$ cat src/rtl/uart_stream_rx.sv
// 8N1 UART receiver that assembles NUM_BYTES consecutive bytes, little-endian,
// into one wide word, with framing-error recovery and an inter-byte timeout.
module uart_stream_rx #(
  parameter int unsigned CLK_FREQ     = 50_000_000,
  parameter int unsigned BAUD         = 115200,
  parameter int unsigned NUM_BYTES    = 64,
  parameter int unsigned TIMEOUT_BITS = 32
) (
  input  logic                               clk,
  input  logic                               rst_n,
  input  logic                               uart_rx,
  output logic [NUM_BYTES*8-1:0]             data_out,
  output logic                               valid,
  output logic                               busy,
  output logic [$clog2(NUM_BYTES+1)-1:0]     byte_cnt,
  output logic                               frame_err,
  output logic                               timeout_err
);
  localparam int unsigned CPB     = CLK_FREQ / BAUD;
  localparam int unsigned HALF    = CPB / 2;
  localparam int unsigned CNT_W   = $clog2(CPB + 1);
  localparam int unsigned IDX_W   = $clog2(NUM_BYTES + 1);
  localparam int unsigned TMO_CYC = TIMEOUT_BITS * CPB;
  localparam int unsigned TMO_W   = $clog2(TMO_CYC + 1);
  localparam int unsigned W       = NUM_BYTES * 8;

  typedef enum logic [2:0] {S_IDLE, S_START, S_DATA, S_STOP, S_RECOVER} state_e;

  state_e           state_q, state_d;
  logic             rx_meta_q, rx_s_q;
  logic [CNT_W-1:0] cnt_q, cnt_d;
  logic [2:0]       bit_idx_q, bit_idx_d;
  logic [7:0]       shift_q, shift_d;
  logic [IDX_W-1:0] idx_q, idx_d;
  logic [W-1:0]     wbuf_q, wbuf_d;
  logic [W-1:0]     data_q, data_d;
  logic [TMO_W-1:0] idle_q, idle_d;
  logic             valid_q, valid_d;
  logic             ferr_q, ferr_d;
  logic             terr_q, terr_d;

  always_comb begin
    state_d   = state_q;
    cnt_d     = cnt_q;
    bit_idx_d = bit_idx_q;
    shift_d   = shift_q;
    idx_d     = idx_q;
    wbuf_d    = wbuf_q;
    data_d    = data_q;
    idle_d    = '0;
    valid_d   = 1'b0;
    ferr_d    = 1'b0;
    terr_d    = 1'b0;

    unique case (state_q)
      S_IDLE: begin
        if (!rx_s_q) begin
          state_d = S_START;
          cnt_d   = '0;
        end
      end
      S_START: begin
        cnt_d = cnt_q + 1'b1;
        if (cnt_q == CNT_W'(HALF - 1)) begin
          cnt_d     = '0;
          bit_idx_d = '0;
          state_d   = rx_s_q ? S_IDLE : S_DATA;
        end
      end
      S_DATA: begin
        cnt_d = cnt_q + 1'b1;
        if (cnt_q == CNT_W'(CPB - 1)) begin
          cnt_d     = '0;
          shift_d   = {rx_s_q, shift_q[7:1]};
          bit_idx_d = bit_idx_q + 1'b1;
          if (bit_idx_q == 3'd7) state_d = S_STOP;
        end
      end
      S_STOP: begin
        cnt_d = cnt_q + 1'b1;
        if (cnt_q == CNT_W'(CPB - 1)) begin
          cnt_d = '0;
          if (rx_s_q) begin
            state_d = S_IDLE;
            for (int unsigned k = 0; k < NUM_BYTES; k++) begin
              if (idx_q == IDX_W'(k)) wbuf_d[8*k +: 8] = shift_q;
            end
            if (idx_q == IDX_W'(NUM_BYTES - 1)) begin
              data_d  = wbuf_d;
              valid_d = 1'b1;
              idx_d   = '0;
            end else begin
              idx_d = idx_q + 1'b1;
            end
          end else begin
            state_d = S_RECOVER;
            ferr_d  = 1'b1;
            idx_d   = '0;
            wbuf_d  = '0;
          end
        end
      end
      S_RECOVER: begin
        if (rx_s_q) state_d = S_IDLE;
      end
      default: state_d = S_IDLE;
    endcase

    // Idle counter only runs while parked in IDLE with a partial word; any start edge resets it.
    if (state_q == S_IDLE && state_d == S_IDLE && idx_q != '0) begin
      if (idle_q == TMO_W'(TMO_CYC - 1)) begin
        terr_d = 1'b1;
        idx_d  = '0;
        wbuf_d = '0;
      end else begin
        idle_d = idle_q + 1'b1;
      end
    end
  end

  always_ff @(posedge clk or negedge rst_n) begin
    if (!rst_n) begin
      rx_meta_q <= 1'b1;
      rx_s_q    <= 1'b1;
      state_q   <= S_IDLE;
      cnt_q     <= '0;
      bit_idx_q <= '0;
      shift_q   <= '0;
      idx_q     <= '0;
      wbuf_q    <= '0;
      data_q    <= '0;
      idle_q    <= '0;
      valid_q   <= 1'b0;
      ferr_q    <= 1'b0;
      terr_q    <= 1'b0;
    end else begin
      rx_meta_q <= uart_rx;
      rx_s_q    <= rx_meta_q;
      state_q   <= state_d;
      cnt_q     <= cnt_d;
      bit_idx_q <= bit_idx_d;
      shift_q   <= shift_d;
      idx_q     <= idx_d;
      wbuf_q    <= wbuf_d;
      data_q    <= data_d;
      idle_q    <= idle_d;
      valid_q   <= valid_d;
      ferr_q    <= ferr_d;
      terr_q    <= terr_d;
    end
  end

  assign data_out    = data_q;
  assign valid       = valid_q;
  assign busy        = (state_q != S_IDLE) || (idx_q != '0);
  assign byte_cnt    = idx_q;
  assign frame_err   = ferr_q;
  assign timeout_err = terr_q;

endmodule
$ cat config.mk
export PLATFORM = sky130hd
export DESIGN_NAME = uart_stream_rx
export DESIGN_NICKNAME = d
export VERILOG_FILES = /design/src/rtl/uart_stream_rx.sv
export SDC_FILE = /design/constraint.sdc
export NUM_CORES = 2
export LEC_CHECK = 0
export BUFFER_PORTS_ARGS = -buffer_cell sky130_fd_sc_hd__buf_2
export CAP_MARGIN = 20
export CORE_MARGIN = 2
export CORE_UTILIZATION = 41
export DETAILED_ROUTE_END_ITERATION = 8
export SYNTH_ARGS = -nofsm -noshare
export SYNTH_HDL_FRONTEND = slang
export SYNTH_SLANG_ARGS = --single-unit
$ cat constraint.sdc
create_clock -name clk -period 6.1 [get_ports clk]
set_input_delay 1.22 -clock clk [delete_from_list [all_inputs] [get_ports clk]]
set_output_delay 1.22 -clock clk [all_outputs]
set_load 0.01 [all_outputs]
# Word-level counts from Yosys, hierarchy flattened
# Index checks and enable logic that the tools add are counted.
[classes] eq_ne=74 add_sub_neg=4 muxes=102 n_reduce_logical=15
[op_table] operator="2-to-1 mux 512 bit" n=5
[op_table] operator="2-to-1 mux 8 bit" n=64
[op_table] operator="== test 7 x 6 -> 1 bit (second input constant)" n=32
[op_table] operator="== test 7 x 5 -> 1 bit (second input constant)" n=16
[op_table] operator="== test 7 x 4 -> 1 bit (second input constant)" n=8
[op_table] operator="2-to-1 mux 7 bit" n=6
[op_table] operator="== test 7 x 3 -> 1 bit (second input constant)" n=4
[op_table] operator="2-to-1 mux 14 bit" n=2
[op_table] operator="2-to-1 mux 3 bit" n=9
[op_table] operator="2-to-1 mux 9 bit" n=3
[op_table] operator="one-hot mux 9 bit (3 select lines)" n=1
[op_table] operator="one-hot mux 3 bit (5 select lines)" n=1
[op_table] operator="adder 14 x 1 -> 14 bit (second input constant)" n=1
[op_table] operator="== test 14 bit (second input constant)" n=1
[op_table] operator="== test 7 x 2 -> 1 bit (second input constant)" n=2
[op_table] operator="adder 9 x 1 -> 9 bit (second input constant)" n=1
[op_table] operator="== test 9 x 8 -> 1 bit (second input constant)" n=1
[op_table] operator="== test 9 bit (second input constant)" n=1
[op_table] operator="2-to-1 mux 1 bit" n=9
[op_table] operator="adder 7 x 1 -> 7 bit (second input constant)" n=1
[op_table] operator="== test 7 x 1 -> 1 bit (second input constant)" n=1
[op_table] operator="zero test 7 bit" n=1
[op_table] operator="nonzero test 7 bit" n=1
[op_table] operator="== test 3 x 2 -> 1 bit (second input constant)" n=2
[op_table] operator="other kinds (15)" n=22
[totals] reg_bits=1073 input_bits=3 output_inout_bits=523

# Logic depth before layout (Yosys ltp)
[depth] depth_word=8 ltp_mapped=10 ltp_nobuf=6

# Worst setup path after synthesis
# OpenSTA, ideal clock, no wires.
[synth_path] path_kind="reg-to-output" start="register idx_q[0], in the netlist byte_cnt[0]" end="output port busy" setup_slack_ns=2.681 required_ns=4.880 stages_incl_launch_ff=9 t_arrival_ns=2.199 path_buffers=3 cell_sequence="dfrtp_1 > inv_1 > ha_1 > buf_2 > or3b_2 > clkbuf_1 > nor2_2 > clkbuf_1 > nand2_1"
[synth_via] elab_chain_cells=2
[synth_rtl] element="from (decl)" line_no="34" text="logic [IDX_W-1:0] idx_q, idx_d;"
[synth_rtl] element="from (signal assigned)" line_no="143" text="idx_q <= idx_d;"
[synth_rtl] element="nonzero test 7 bit" line_no="155" text="assign busy = (state_q != S_IDLE) || (idx_q != '0);"
[synth_rtl] element="logical OR 1 bit" line_no="155"
[synth_rtl] element="to (decl)" line_no="14" text="output logic busy,"
# Every way passes these cells.

# Worst setup path in the final report
[layout_path] start="register idx_q[2], in the netlist byte_cnt[2]" end="output port busy"
# The elaborated chain is that of the path after synthesis.

==> reports/qor.txt <==
Outcome - complete, no violations
Synth-to-Final Area Change - 15.0%
CTS max path bufs - 3
Warnings, synthesis - 0
FILL cells - 11,100
Die area - 122,000 um^2
DR iter-0 viols - 5,113
Finished Cell Area - 56,200 um^2
Total negative slack - 0 ns
Clock slew at reported path FFs - 0.06 ns
Vias in the first global route - 39,600
Max-slew violation count - 0
Share of cells above drive strength 1 - 16.6%
Top FF cell, synth - dfrtp_1
Clk_lat worst skew - 0.71 ns
Port Buffers - 525
Crit path kind - register to primary output
Async SR Flop Fraction - 100%
Dpl hpwl - 103 mm
Via count - 42,000
Largest cells by area after synthesis - dfrtp_1, o21ai_0, mux2i_1
Minimum clock period after layout - 4.41 ns
Most frequent cell after synthesis - o21ai_0
CTS root buf - clkbuf_16
Fmax - 227 MHz
Worst setup path start - byte_cnt[2]$_DFF_PN0_
Worst setup margin - 1.69 ns
Via density - 6.12
Routed WL - 182 mm
Wire length per cell - 26.5 um
Num ports - 526
Cells on worst reg2reg path - 4
Hold Vio Cnt, Final - 0
Setup crit end kind - primary output
Dominant cell type by area after synthesis - dfrtp_1
Mapped Area - 48,900 um^2
P per Cell Area - 260 nW/um^2
Cts bufs inserted - 115
Unrepaired setup endpoints after global routing - no
ANT nets after route - 0
Initial Util - 41.4%
Overall routing resource usage - 28.8%
H-Tree Depth - 3
Row count - 126
Core area - 118,000 um^2
PostCTS Resize Cnt - 0
Post-CTS Setup Bufs - 0
Maximum vdd ir drop - 0.253 mV
Final net count - 5,231
Reg2reg setup slack - 2.41 ns
Sequential area share after synthesis - 54.5%
Synthesized area per cell - 9.69 um^2
Least-Margin Pin Slew - 1.27 ns
Placed insts - 6,635
Cell Area, Placed - 52,200 um^2
CTS Hold Buffers Added - 0
Mapped Nets - 5,060
RePlAce Congestion - 0.792
Worst EP arrival - 3.19 ns
Clock skew - 0.0248 ns
Non-Filler Instances - 6,857
Setup crit end - busy
First-pass GRT wire length - 268 mm
Die X - 349 um
# setup viols final - 0
Fin crit share - 72.3%
Detailed-route DRC error count - 0
Critical Path RT - 4.88 ns
Worst reg2reg endpoint - data_out[197]$_DFFE_PN0P_
CP max FO - 37
CTS tree - done
Rel. slew slack - 15.4%
Max cap viols - 0
Post-synth EDFFs - 0
Commonest cells in the netlist - o21ai_0, dfrtp_1, a21oi_1, nand3_1, mux2i_1
FF+latch count, synth - 1,065
Grt ovf - 0
Synth Instances - 5,047
Pre-CTS setup slack - 2.42 ns
Pin count of the biggest net entering global routing - 268
Crit start category - register
Reg2reg start - byte_cnt[3]$_DFF_PN0_
Share of the synthesized area in the top cell type - 54.4%
DRT Pass-1 Iters - 8
Worst Hold Class - register to register
P_leak - 24.9 nW
Initial antenna violation count - 2
Clock Sinks - 1,065
DIE HEIGHT - 349 um
Cell variety after synth - 55
==> final cells by class <==
type                       count  area (um^2)  share of cell area [%]
sequential                  1065        26700                    47.5
multi-input combinational   3420        20100                    35.8
timing repair buffer         608         3480                    6.19
clock buffer                 172         3440                    6.11
tap                         1536         1920                    3.42
clock inverter                44          510                   0.908
inverter                       8         31.3                  0.0557
antenna                        4         10.0                  0.0178
==> layout by cell type (no fill, tap or decap), types with 26 or more instances in the layout <==
| cell | count |
|---|---|
| nor2_1 | 45 |
| dfrtp_1 | 1055 |
| clkbuf_16 | 118 |
| buf_2 | 524 |
| clkbuf_8 | 28 |
| nand3_1 | 525 |
| buf_4 | 65 |
| a21oi_1 | 581 |
| o21ai_1 | 112 |
| nor2_2 | 33 |
| o21ai_0 | 1419 |
| mux2i_1 | 504 |
| nand2_1 | 53 |
| clkinv_2 | 26 |
| clkbuf_1 | 26 |
==> worst max-delay path, cell delays in order (launching register included) <==
cell     delay, ns
dfrtp_1       0.73
or3b_2        0.71
nor2_2        0.68
nand2_1       0.16
buf_2         0.19
==> metrics by stage <==
stage	power [W]	hold slack, ns	util [%]
finish	0.0146	0.343	47.6
detailed placement	0.00743	0.353	44.2
global route	0.0151	0.336	47.6
global placement	0.00743	0.348	44.2
CTS	0.0147	0.347	47.6
floorplan	0.00723	0.345	-
==> metal layers <==
metal / routed length [um] / GRT usage (%) / part of all wire [%] / vias to the layer above
li1: - / - / - / 18500
met1: 80000 / 42.0 / 44 / 21300
met2: 81000 / 42.2 / 45 / 1893
met3: 14700 / 5.63 / 8.1 / 280
met4: 6170 / 10.9 / 3.4 / 2
met5: 11 / 0 / 0.0060 / -
==> worst min path at each step <==
stage,from,end,slack [ns],cells past startpoint
after floorplan,rx_meta_q$_DFF_PN1_,rx_s_q$_DFF_PN1_,0.35,0
after global placement,rx_meta_q$_DFF_PN1_,rx_s_q$_DFF_PN1_,0.35,0
after global routing,rx_meta_q$_DFF_PN1_,rx_s_q$_DFF_PN1_,0.34,0
final,rx_meta_q$_DFF_PN1_,rx_s_q$_DFF_PN1_,0.34,0
after detailed placement,rx_meta_q$_DFF_PN1_,rx_s_q$_DFF_PN1_,0.35,0
after CTS,rx_meta_q$_DFF_PN1_,rx_s_q$_DFF_PN1_,0.35,0
==> power by group <==
group,leakage (nW),internal [W],switching (W)
Sequential,14.8,0.00707,0.00000339
Clock,1.96,0.00430,0.00303
Combinational,8.07,0.0000184,0.000208
Total,24.9,0.0114,0.00324
==> logic make-up (layout without fill, tap and decap cells) <==
| group | Yosys count | count (layout) | share of synthesized area [%] |
|---|---|---|---|
| mux | 513 | 513 | 10.5 |
| xor+xnor | 11 | 11 | 0.197 |
| fa+ha+maj | 10 | 10 | 0.256 |
| flops | 1065 | 1065 | 54.5 |
| other cells | 0 | 4 | 0 |
| compound gates | 2135 | 2135 | 22.0 |
| simple gates | 751 | 751 | 7.98 |
| buf+inv | 562 | 832 | 4.53 |
==> sequential cells by signal (all words and copies together) (netlist names) <==
signal	flops
rx_meta_q	1
byte_cnt	7
idle_q	14
frame_err	1
bit_idx_q	3
valid	1
rx_s_q	1
wbuf_q	504
shift_q	8
state_q	3
cnt_q	9
data_out	512
timeout_err	1
Note: power is estimated with default switching activity, not from simulation.
